`src/rtl/inst_fetch_unit.sv`:
```
// inst_fetch_unit: instruction-pair prefetcher with a DEPTH-entry buffer, branch/flush redirect and stale-response discard.
// Define INST_FETCH_PERF_EN to add the pairs_issued / bubble_cycles performance counters.
module inst_fetch_unit #(
  parameter int          DEPTH    = 4,
  parameter logic [0:14] RESET_PC = 15'h0000
) (
  input  logic        clock,
  input  logic        reset,
  output logic        imem_req,
  output logic [0:14] imem_addr,
  input  logic        imem_rvalid,
  input  logic [0:63] imem_rdata,
  output logic [0:31] first_inst_output,
  output logic [0:31] second_inst_output,
  output logic [0:14] pair_pc,
  output logic        pair_valid,
  input  logic        stall,
  input  logic        branch_taken,
  input  logic [0:14] branch_target,
  input  logic        flush
`ifdef INST_FETCH_PERF_EN
  ,
  output logic [0:31] pairs_issued,
  output logic [0:31] bubble_cycles
`endif
);
  localparam int AW = $clog2(DEPTH);
  localparam int CW = AW + 1;
  typedef enum logic {IDLE, FETCH} state_e;
  state_e        state_q;
  logic [0:14]   fetch_pc_q, fetch_pc_d, resp_pc_q, resp_pc_d, restart_pc, live_bytes;
  logic [AW-1:0] wr_q, rd_q;
  logic [CW-1:0] count_q;
  logic [1:0]    out_q, out_d, disc_q, disc_d;
  logic [3:0]    occ;
  logic [0:63]   data_q [DEPTH];
  logic [0:14]   pc_q [DEPTH];
  logic          redirect, push, pop;
  assign redirect   = branch_taken | flush;
  assign occ        = 4'(count_q) + 4'(out_q);
  assign pair_valid = !reset && count_q != '0;
  assign imem_req   = !reset && state_q == FETCH && !redirect && occ < 4'(DEPTH) && out_q < 2'd2;
  assign imem_addr  = fetch_pc_q;
  assign push       = imem_rvalid && !redirect && disc_q == '0;
  assign pop        = pair_valid && !stall && !redirect;
  assign first_inst_output  = pair_valid ? data_q[rd_q][0:31] : 32'h40200000;
  assign second_inst_output = pair_valid ? data_q[rd_q][32:63] : 32'h00200000;
  assign pair_pc            = pair_valid ? pc_q[rd_q] : (reset ? RESET_PC : resp_pc_q);
  // With an empty buffer the oldest unconsumed pair is the oldest live request still in flight.
  assign live_bytes = {10'b0, out_q - disc_q, 3'b0};
  assign restart_pc = branch_taken ? branch_target : (count_q != '0 ? pc_q[rd_q] : fetch_pc_q - live_bytes);
  assign fetch_pc_d = redirect ? restart_pc : fetch_pc_q + (imem_req ? 15'd8 : 15'd0);
  assign resp_pc_d  = redirect ? restart_pc : resp_pc_q + (push ? 15'd8 : 15'd0);
  assign out_d      = out_q + 2'(imem_req) - 2'(imem_rvalid);
  // Every request still in flight after a redirect belongs to the abandoned stream.
  assign disc_d     = redirect ? out_q - 2'(imem_rvalid) : disc_q - 2'(imem_rvalid && disc_q != '0);
  always_ff @(posedge clock) begin
    if (reset) begin
      state_q    <= IDLE;
      fetch_pc_q <= RESET_PC;
      resp_pc_q  <= RESET_PC;
      wr_q       <= '0;
      rd_q       <= '0;
      count_q    <= '0;
      out_q      <= '0;
      disc_q     <= '0;
    end else begin
      state_q    <= FETCH;
      fetch_pc_q <= fetch_pc_d;
      resp_pc_q  <= resp_pc_d;
      out_q      <= out_d;
      disc_q     <= disc_d;
      wr_q       <= redirect ? '0 : wr_q + AW'(push);
      rd_q       <= redirect ? '0 : rd_q + AW'(pop);
      count_q    <= redirect ? '0 : count_q + CW'(push) - CW'(pop);
    end
  end
  always_ff @(posedge clock) begin
    if (push) begin
      data_q[wr_q] <= imem_rdata;
      pc_q[wr_q]   <= resp_pc_q;
    end
  end
`ifdef INST_FETCH_PERF_EN
  logic [0:31] pairs_q, bubbles_q;
  always_ff @(posedge clock) begin
    if (reset) begin
      pairs_q   <= '0;
      bubbles_q <= '0;
    end else begin
      pairs_q   <= pairs_q + 32'(pop);
      bubbles_q <= bubbles_q + 32'(!pair_valid && state_q == FETCH);
    end
  end
  assign pairs_issued  = pairs_q;
  assign bubble_cycles = bubbles_q;
`endif
endmodule

```
`config.mk`:
```
export PLATFORM = sky130hd
export DESIGN_NAME = inst_fetch_unit
export DESIGN_NICKNAME = d
export VERILOG_FILES = /design/src/rtl/inst_fetch_unit.sv
export SDC_FILE = /design/constraint.sdc
export NUM_CORES = 1
export LEC_CHECK = 0
export BUFFER_PORTS_ARGS = -buffer_cell sky130_fd_sc_hd__buf_2
export CORE_UTILIZATION = 24
export CTS_CLUSTER_DIAMETER = 60
export DETAILED_ROUTE_END_ITERATION = 7
export PLACE_DENSITY = 0.37
export SLEW_MARGIN = 20
export SYNTH_ARGS = -nofsm -noshare
export SYNTH_HDL_FRONTEND = slang
export SYNTH_SLANG_ARGS = --single-unit
```
`constraint.sdc`:
```
create_clock -name clock -period 11.5 [get_ports clock]
set_input_delay 2.3 -clock clock [delete_from_list [all_inputs] [get_ports clock]]
set_output_delay 2.3 -clock clock [all_outputs]
set_load 0.02 [all_outputs]
```
==> metrics, run 1 <==
Pre-antenna DRT Iters=7; number of levels in the clock H-tree=2; Final setup violation count=0; most common cell in the synthesized netlist=edfxtp_1; Startpoint Class=input port; number of nets in the layout=1,110; maximum buffer depth of the clock tree=3; mean instance size in the synthesized netlist=17.4 µm²; flops & latches, synth=355; top fanout value on the critical path=63; via count=7,904; GP Congestion=0.710; post-layout instance count excluding filler cells=1,815; starting utilization of the core area=24.3%; DRC violation count after routing=14; gr usage total=12.2%; Max rail drop VDD=98.2 µV; post-synthesis cell type count=51; average wire length per cell after detail routing=20.3 µm; total congestion overflow after global routing=0; arrival time of data at the critical path endpoint=4.43 ns; path depth of the worst reg2reg path=5; clock slew at reported path FFs=0.06 ns; most used flip-flop cell after synthesis=edfxtp_1; final wirelength=36,900 µm; diodes inserted=0; cell at the root of the clock tree=clkbuf_16; count of flip-flops with a built-in enable after synthesis=316; hold buffer count at cts=0; proportion of register bits with asynchronous set or reset after synthesis=0%; total nets after synthesis=926; TritonCTS clock tree=built; most frequent cells after synthesis=edfxtp_1, mux4_2, and3_1; count of endpoints failing hold in the final timing report=0; number of filler cells placed in the layout=5,909; status=finished, violations left; register-to-register setup slack=8.47 ns; final cycle utilization of the critical path=58.5%; placed inst area=16,100 µm²; total count of max-transition violations in the final report=0; transition at the pin with the smallest max-transition slack=0.996 ns; boundary pin count=181; Netlist Area Pre-Place=14,400 µm²; HP Class=reg2reg; Worst-Skew Late Latency=0.56 ns; Total Neg Setup Slack=0 ns; worst max-slew margin expressed relative to the limit=33.6%; antenna violation net count after detailed routing=0; first-pass GRT wire length=54,400 µm; Area contributors post-synth=edfxtp_1, mux4_2, dfxtp_1, and3_1, xor2_1; startpoint of the worst-slack reg-to-reg timing path=disc_q[1]; Critical Setup Path Class=in2out; # port buffers=180; total instance count after detailed placement=1,733; dpl hpwl=21,600 µm; RSZ-0062 raised after global routing=no; overall die width=247 µm; top-area cell type share of the netlist area=66.1%; floorplan die height=247 µm; violations in the final reports=design-rule violations; proportion of synthesized chip area in sequential cells=71.5%; count of synthesis-stage warnings from yosys=0; Setup Buffers After CTS=0; Avg Vias per Cell=4.35; layout-stage area growth over the synthesis result=22.8%; cells after synthesis=824; via count of the first global-routing pass=8,315; post-route clock skew=0.0201 ns; Yosys top cell by area=edfxtp_1; max-cap viol count=0; end of the worst register-to-register path=data_q[1][36]; critical path capture point type=primary output; fraction of layout instances using a drive strength above 1=33.9%; post-route standard cell area excluding fillers=17,600 µm²; hold path endpoint=pc_q[0][1]; hold wc startpoint=resp_pc_q[13]; pin count of the biggest net entering global routing=89; Gates resized, CTS repair=0; cell area power density=174 nW/µm²; initial antenna violation count=3; Lkg Pwr=6.29 nW; worst endpoint required time=9.20 ns; final core utilization=29.8%; maximum operating frequency=149 MHz; worst hold stages=0; standard-cell rows=89; area of the core=59,100 µm²; shortest period the worst path allows=6.73 ns; total CTS buffers=46; Die Area=60,800 µm²; power after layout=3.06 mW; CTS sink cnt=355; count of routing violations after the opening detailed-route iteration=473
cell families after synthesis:
group	count (synthesis)	share of synthesized area [%]
AO/OA/AOI/OAI	70	3.06
XOR/XNOR	36	2.20
adder cells (fa/ha/maj)	17	1.59
buffers and inverters	73	2.17
flip-flops	355	71.5
multiplexers	79	12.4
AND/OR/NAND/NOR	194	7.11
cell usage in the layout, fill, tap and decap left out, types with 2 or more instances in the layout:
master,count
edfxtp_1,316
buf_2,180
and2_1,6
xnor2_1,13
a211oi_1,3
nand3_1,11
a21o_1,4
nor3_1,5
clkbuf_16,47
nor2b_1,4
ha_1,15
clkinvlp_4,2
xor2_1,23
inv_6,3
fa_1,2
dfxtp_4,2
a21oi_1,23
clkbuf_1,10
o211ai_1,5
o21ai_1,2
a221oi_1,3
nor2_1,23
and3_1,66
or3_1,5
nor2_4,2
bufinv_16,6
clkinv_2,7
clkinv_4,2
buf_4,13
o21ai_0,14
dfxtp_1,37
inv_1,15
nand4_1,2
mux4_2,79
nand2_1,53
a31oi_1,5
nor4_1,4
clkinv_1,5
power by group:
| group | internal (mW) | switching, mW | leakage (nW) |
|---|---|---|---|
| Sequential | 1.43 | 0.0299 | 3.18 |
| Combinational | 0.0679 | 0.0997 | 2.37 |
| Clock | 0.885 | 0.549 | 0.735 |
| Total | 2.38 | 0.679 | 6.29 |
flip-flops by register name, indices dropped and copies added (netlist names):
register   flops
wr_q           2
imem_addr     13
data_q       256
out_q          2
state_q        1
resp_pc_q     14
count_q        3
rd_q           2
pc_q          60
disc_q         2
worst max-delay path: stages:
cell      delay [ns]
buf_2           0.07
buf_4           0.43
clkinv_2        0.90
and3_1          0.48
buf_2           0.17
area by class of cell:
class	instances	area, µm²	area share, %
Tap cell	773	967	5.48
Timing Repair Buffer	193	998	5.66
Clock inverter	25	299	1.70
Clock buffer	57	1210	6.88
Inverter	16	61.3	0.348
Sequential cell	355	10300	58.3
Multi-Input combinational cell	396	3820	21.7
worst max path at each step:
stage	from	to	slack (ns)
finish	reset	first_inst_output[20]	4.77
CTS	reset	imem_req	4.94
global placement	reset	imem_req	5.03
global route	reset	first_inst_output[20]	4.64
floorplan	branch_taken	data_q[0][0]	2.70
detailed placement	reset	imem_req	4.94
stage by stage:
| step | worst slack (ns) | hold slack [ns] |
|---|---|---|
| 2_1_floorplan | 2.70 | 0.488 |
| 3_5_place_dp | 4.94 | 0.558 |
| 6_report | 4.77 | 0.560 |
| 3_3_place_gp | 5.03 | 0.550 |
| 4_1_cts | 4.94 | 0.546 |
| 5_1_grt | 4.64 | 0.567 |
layer usage:
metal | wire length [µm] | part of all wire [%] | track usage, %
met3 | 1990 | 5.4 | 3.02
met5 | 41 | 0.11 | 0
met4 | 806 | 2.2 | 3.63
met2 | 17600 | 48 | 19.8
met1 | 16400 | 45 | 15.9
(Power assumes the default switching activity.)
==> run 2, diff against run 1 <==
Settings changed: ABC_AREA set to 1, PLACE_DENSITY 0.37 to 0.38.
Clock period 11.5 ns to 6 ns, I/O delays scaled along.
==> run 2 against run 1 <==
The flow now finishes without violations. Sequential power grew 90%. Combinational power up 92%. Core utilization is 0.23 points lower. Clock-buffer cell count is 6 lower. Wire length increased by 12%. Sequential share of layout area is 1.1 points lower. Synthesized cell count is 63% higher. Non-clock buffer count grew 4. Area after synthesis rose by 3.0%. Largest power group unchanged.
==> metrics, run 2 <==
Netlist Area Pre-Place=14,800 µm² (+3.0%); pin count of the biggest net entering global routing=80 (-10%); most common cell in the synthesized netlist=nor2_1; complex-gate fraction of the synthesized area=10.0% (+7.0 points); worst max-slew margin expressed relative to the limit=38.7% (+5.1 points); internal power component=4.37 mW (+83%); startpoint of the worst-slack reg-to-reg timing path=count_q[1]; standard-cell rows=90 (+1.1%); sw frac=23.4% (+1.2 points); overall die width=250 µm (+1.5%); largest family of logic cells by synthesized area=simple AND/OR/NAND/NOR gates; most frequent cells after synthesis=nor2_1, edfxtp_1, o21ai_0; count of flip-flops with a built-in enable after synthesis=316 (unchanged); antenna violation net count after detailed routing=0 (unchanged); boundary pin count=181 (unchanged); TritonCTS clock tree=built; path depth of the worst reg2reg path=13 (+8); Final setup violation count=0 (unchanged); maximum operating frequency=215 MHz; Pre-antenna DRT Iters=5 (-2); average wire length per cell after detail routing=17.8 µm (-12%); max-cap viol count=0 (unchanged); post-synthesis share of cell area spent on full adders, half adders and majority gates=1.54% (-0.047 points); cells after synthesis=1,341 (+63%); transition at the pin with the smallest max-transition slack=0.915 ns (-0.0811 ns); last element of the critical path=first_inst_output[30]; fraction of layout instances using a drive strength above 1=17.7% (-16 points); diodes inserted=0 (unchanged); mean instance size in the synthesized netlist=11.0 µm² (-37%); first-pass GRT wire length=62,600 µm (+15%); total CTS buffers=46 (unchanged); gr usage total=13.1% (+0.93 points); net switching component of the power=1.33 mW (+97%); via count of the first global-routing pass=10.3k (+24%); GR peak layer=met2; cell area power density=318 nW/µm² (+83%); Gates resized, CTS repair=0 (unchanged); Startpoint Class=input port; layout-stage area growth over the synthesis result=21.4%; RSZ-0062 raised after global routing=no; register ranked first by flip-flop count=data_q; clock network fraction of design power=45.6% (-1.2 points); final cycle utilization of the critical path=77.6%; met2 Usage GRT=21.1% (+1.3 points); area fraction in and, or, nand and nor cells after synthesis=14.2% (+7.1 points); Avg Vias per Cell=4.39 (+0.79%); # port buffers=180 (unchanged); Area contributors post-synth=edfxtp_1, nor2_1, o21ai_0, dfxtp_1, nand2_1; Yosys top cell by area=edfxtp_1; placed inst area=16,500 µm² (+2.5%); number of nets in the layout=1,613 (+45%); Worst-Skew Late Latency=0.56 ns (about the same); post-route standard cell area excluding fillers=18,000 µm² (+1.8%); initial antenna violation count=2 (-1); dpl hpwl=23,700 µm (+9.6%); worst endpoint required time=4.80 ns (-4.40 ns); shortest period the worst path allows=4.65 ns; count of endpoints failing hold in the final timing report=0 (unchanged); proportion of register bits with asynchronous set or reset after synthesis=0% (unchanged); arrival time of data at the critical path endpoint=3.45 ns (-0.98 ns); Lkg Pwr=6.73 nW (+7.0%); GP Congestion=0.770 (+8.4%); area of the core=60,700 µm² (+2.6%); HP Class=reg2reg; count of routing violations after the opening detailed-route iteration=561 (+19%); post-synthesis cell type count=33 (-35%); clock slew at reported path FFs=0.06 ns (about the same); register-to-register setup slack=3.29 ns (-5.18 ns); Setup Buffers After CTS=0 (unchanged); DRC violation count after routing=0 (-14); Critical Setup Path Class=in2out; number of levels in the clock H-tree=2 (unchanged); hold buffer count at cts=0 (unchanged); critical path capture point type=primary output; Logic pwr share=5.6% (about the same); CTS sink cnt=355 (unchanged); end of the worst register-to-register path=imem_addr[3]; XOR/XNOR Fraction of Synth Area=0.769% (-1.4 points); Setup crit start=reset; top fanout value on the critical path=34 (-46%); total count of max-transition violations in the final report=0 (unchanged); total nets after synthesis=1,443 (+56%); floorplan die height=250 µm (+1.5%); top-area cell type share of the netlist area=64.1% (-1.9 points); power share of the sequential group=48.7% (+1.0 points); most common library cell in the layout ignoring fill and taps=nor2_1; number of flip-flops under the largest register name=256 (unchanged); Die Area=62,700 µm² (+3.0%); post-route clock skew=0.0143 ns (-0.00579 ns); Max rail drop VDD=204 µV (+110%); flops & latches, synth=355 (unchanged); maximum buffer depth of the clock tree=3 (unchanged); proportion of synthesized area in mux cells=0% (-12 points); count of synthesis-stage warnings from yosys=0 (unchanged); via count=10.2k (+29%); GR Layer Usage met1=17.9% (+2.0 points); final wirelength=41,400 µm (+12%); starting utilization of the core area=24.4% (+0.093 points); post-route worst hold slack=0.530 ns (-0.0300 ns); leading cell types in the layout, fill and taps excluded=nor2_1, edfxtp_1, buf_2, o21ai_0, nand2_1; total congestion overflow after global routing=0 (unchanged); cell at the root of the clock tree=clkbuf_16; proportion of synthesized chip area in sequential cells=69.4% (-2.1 points); Regs by FF count=data_q: 256 flops, pc_q: 60 flops, resp_pc_q: 14 flops; M3 GR Usage=2.66% (-0.36 points); status=complete, no violations; most used flip-flop cell after synthesis=edfxtp_1; number of filler cells placed in the layout=6,292 (+6.5%)
run 2: final cells by class:
cell class                      instances  area (µm²)  share of cell area (%)
Clock inverter                         30         248                    1.38
Clock buffer                           51        1190                    6.63
Sequential cell                       355       10300                    57.2
Timing Repair Buffer                  197        1100                    6.14
Tap cell                              782         978                    5.45
Inverter                               54         205                    1.14
Multi-Input combinational cell        857        3960                    22.0
run 2: per-stage QoR:
step                worst slack (ns)  power, mW  TNS [ns]  cells  util [%]
finish                          1.35       5.71         0   2326      29.6
floorplan                      -1.92       3.03   -607.13   1341         -
global placement                1.34       3.16         0   2245      27.2
global route                    1.12       5.94         0   2326      29.6
detailed placement              1.24       3.16         0   2245      27.2
CTS                             1.23       5.80         0   2326      29.6
run 2: worst min-delay path by stage:
| stage | from | endpoint | slack, ns | cells after the start |
|---|---|---|---|---|
| after CTS | resp_pc_q[11] | pc_q[3][3] | 0.54 | 0 |
| final | resp_pc_q[11] | pc_q[3][3] | 0.53 | 0 |
| after detailed placement | resp_pc_q[11] | pc_q[3][3] | 0.54 | 0 |
| after global placement | imem_addr[0] | imem_addr[0] | 0.54 | 3 |
| after floorplan | resp_pc_q[2] | pc_q[0][12] | 0.48 | 0 |
| after global routing | resp_pc_q[11] | pc_q[3][3] | 0.55 | 0 |
run 2: kinds of logic (layout without fill, tap and decap cells):
family	count (synthesis)	count (layout)
flops	355	355
simple gates	538	538
buf+inv	129	332
compound gates	289	289
fa+ha+maj	17	17
xor+xnor	13	13
run 2: critical path, stage by stage:
cell,delay [ns]
buf_2,0.47
nor2_1,0.31
inv_2,0.63
buf_4,0.49
a21oi_1,0.11
buf_2,0.18
run 2: power by group through the flow:
stage	sequential, mW	combinational (mW)	clock (mW)
after floorplan	2.83	0.195	0
after global placement	2.83	0.324	0
after detailed placement	2.83	0.325	0
after CTS	2.78	0.327	2.70
after global routing	2.79	0.368	2.78
final	2.78	0.322	2.60
run 2: per-layer routing:
metal,vias up,part of all wire (%)
met5,-,0.031
met4,2,1.9
li1,5001,-
met2,204,46
met1,4945,48
met3,57,4.5
==> run 3, diff against run 2 <==
Settings changed: ABC_AREA 1 to 0.
Clock period 6 ns to 3.91 ns, I/O delays scaled along.
==> run 3 against run 2 <==
The run now ends with design-rule violations left. Hold slack worse by 0.11 ns. Register-to-register slack worse by 2.3 ns. Clock power up 65%. Sequential share of layout area up 0.092 points. Die area down 2.9%. Sequential power up 55%. Non-clock buffer count up 9. Total power up 59%. Clock-buffer cell count up 7. Combinational power up 58%. Via count down 22%. Flip-flop and latch count unchanged. Largest cell class unchanged. Highest routed layer unchanged.
==> metrics, run 3 (same netlist as run 1, synthesis figures left out) <==
number of flip-flops under the largest register name=256 (unchanged); net switching component of the power=2.04 mW (+53%); diodes inserted=0 (unchanged); arrival time of data at the critical path endpoint=2.50 ns (-0.95 ns); hold buffer count at cts=0 (unchanged); gr usage total=12.5% (-0.60 points); post-route worst hold slack=0.417 ns (-0.112 ns); maximum buffer depth of the clock tree=3 (unchanged); top fanout value on the critical path=29 (-15%); boundary pin count=181 (unchanged); average wire length per cell after detail routing=20.5 µm (+15%); Regs by FF count=data_q: 256 flops, pc_q: 60 flops, resp_pc_q: 14 flops; initial antenna violation count=2 (unchanged); number of levels in the clock H-tree=2 (unchanged); dpl hpwl=22,700 µm (-4.3%); final cycle utilization of the critical path=83.8%; CTS sink cnt=355 (unchanged); area of combinational cells with multiple inputs=3820 µm² (-3.5%); first-pass GRT wire length=55,800 µm (-11%); total CTS buffers=47 (+2.2%); worst endpoint required time=3.13 ns (-1.67 ns); maximum operating frequency=305 MHz; violations in the final reports=design-rule violations; HP Class=in2reg; Max rail drop VDD=307 µV (+50%); # port buffers=180 (unchanged); RSZ-0062 raised after global routing=no; clock network fraction of design power=47.2% (+1.6 points); most common library cell in the layout ignoring fill and taps=edfxtp_1; Critical Setup Path Class=reg2out; pre-CTS WS=0.653 ns (-0.590 ns); total congestion overflow after global routing=0 (unchanged); layout-stage area growth over the synthesis result=24.9%; number of nets in the layout=1,124 (-30%); Avg Vias per Cell=4.35 (-0.86%); status=finished, violations left; cell at the root of the clock tree=clkbuf_16; max-cap viol count=0 (unchanged); DRC violation count after routing=18 (+18); TritonCTS clock tree=built; Gates resized, CTS repair=0 (unchanged); Lkg Pwr=6.40 nW (-4.8%); starting utilization of the core area=24.3% (-0.093 points); post-layout instance count excluding filler cells=1,830 (-21%); leading cell types in the layout, fill and taps excluded=edfxtp_1, buf_2, mux4_2, and3_1, nand2_1; register area=10,300 µm² (unchanged); Startpoint Class=flip-flop; count of endpoints failing hold in the final timing report=0 (unchanged); antenna violation net count after detailed routing=0 (unchanged); Final setup violation count=0 (unchanged); post-route clock skew=0.0192 ns (+0.00492 ns); via count of the first global-routing pass=8,549 (-17%); pin count of the biggest net entering global routing=80 (unchanged); critical path capture point type=primary output; shortest period the worst path allows=3.28 ns; register ranked first by flip-flop count=data_q; final wirelength=37,500 µm (-9.5%); count of routing violations after the opening detailed-route iteration=460 (-18%); transition at the pin with the smallest max-transition slack=0.814 ns (-0.101 ns); sw frac=22.4% (-0.96 points); fraction of layout instances using a drive strength above 1=35.2% (+17 points); total instance count after detailed placement=1,746 (-22%); worst path setup slack after routing=0.633 ns (-0.713 ns); floorplan die height=247 µm (-1.5%); GP Congestion=0.730 (-5.2%); via count=7,963 (-22%); clock slew at reported path FFs=0.06 ns (about the same); area of the core=59,100 µm² (-2.6%); number of filler cells placed in the layout=5,875 (-6.6%); Total Neg Setup Slack=0 ns (unchanged); Die Area=60,800 µm² (-2.9%); Setup Buffers After CTS=0 (unchanged); power share of the sequential group=47.2% (-1.5 points); total count of max-transition violations in the final report=0 (unchanged); standard-cell rows=89 (-1.1%); cell area power density=507 nW/µm² (+60%); worst max-slew margin expressed relative to the limit=44.4% (+5.7 points); Pre-antenna DRT Iters=6 (+1); Worst-Skew Late Latency=0.57 ns (about the same); Logic pwr share=5.6% (about the same); overall die width=247 µm (-1.5%); internal power component=7.06 mW (+61%); power after layout=9.10 mW (+59%)
==> run 3: power by group through the flow <==
stage	Clock (mW)	Sequential, mW	Combinational, mW
2_1_floorplan	0	4.36	0.302
3_3_place_gp	0	4.38	0.516
3_5_place_dp	0	4.38	0.515
4_1_cts	4.45	4.30	0.519
5_1_grt	4.56	4.31	0.566
6_report	4.29	4.30	0.508
==> run 3: final cells by class <==
class,count,area share [%]
clock buffer,58,7.08
tap,773,5.39
clock inverter,26,1.56
sequential,355,57.3
timing repair buffer,206,7.02
multi-input combinational,396,21.3
inverter,16,0.335
==> run 3: critical path, stage by stage (launching register included) <==
cell and delay, ns:
dfxtp_4 0.58, buf_12 0.33, mux4_2 0.60, nand2_1 0.10, a21oi_1 0.10, buf_2 0.19
==> run 3: per-layer routing <==
metal,GRT usage (%),wire (µm),up-vias
li1,-,-,3653
met5,0,23,-
met4,4.68,968,4
met2,20.5,18000,166
met3,3.07,2190,66
met1,15.9,16300,4074
==> run 3: final timing paths <==
check / depth (start not counted) / start / to / slack, ns
hold reg to reg: 0 / resp_pc_q[13] / pc_q[0][1] / 0.55
setup reg to reg: 10 / out_q[0] / resp_pc_q[0] / 1.04
setup / recovery: 5 / rd_q[0] / pair_pc[1] / 0.63
hold / removal: 1 / imem_rdata[14] / data_q[1][49] / 0.42
==> run 3: through the flow <==
step	util, %	area, µm²
after floorplan	-	14400
after global placement	27.7	16400
after CTS	30.3	17900
after detailed placement	27.7	16400
after global routing	30.3	17900
final	30.3	17900
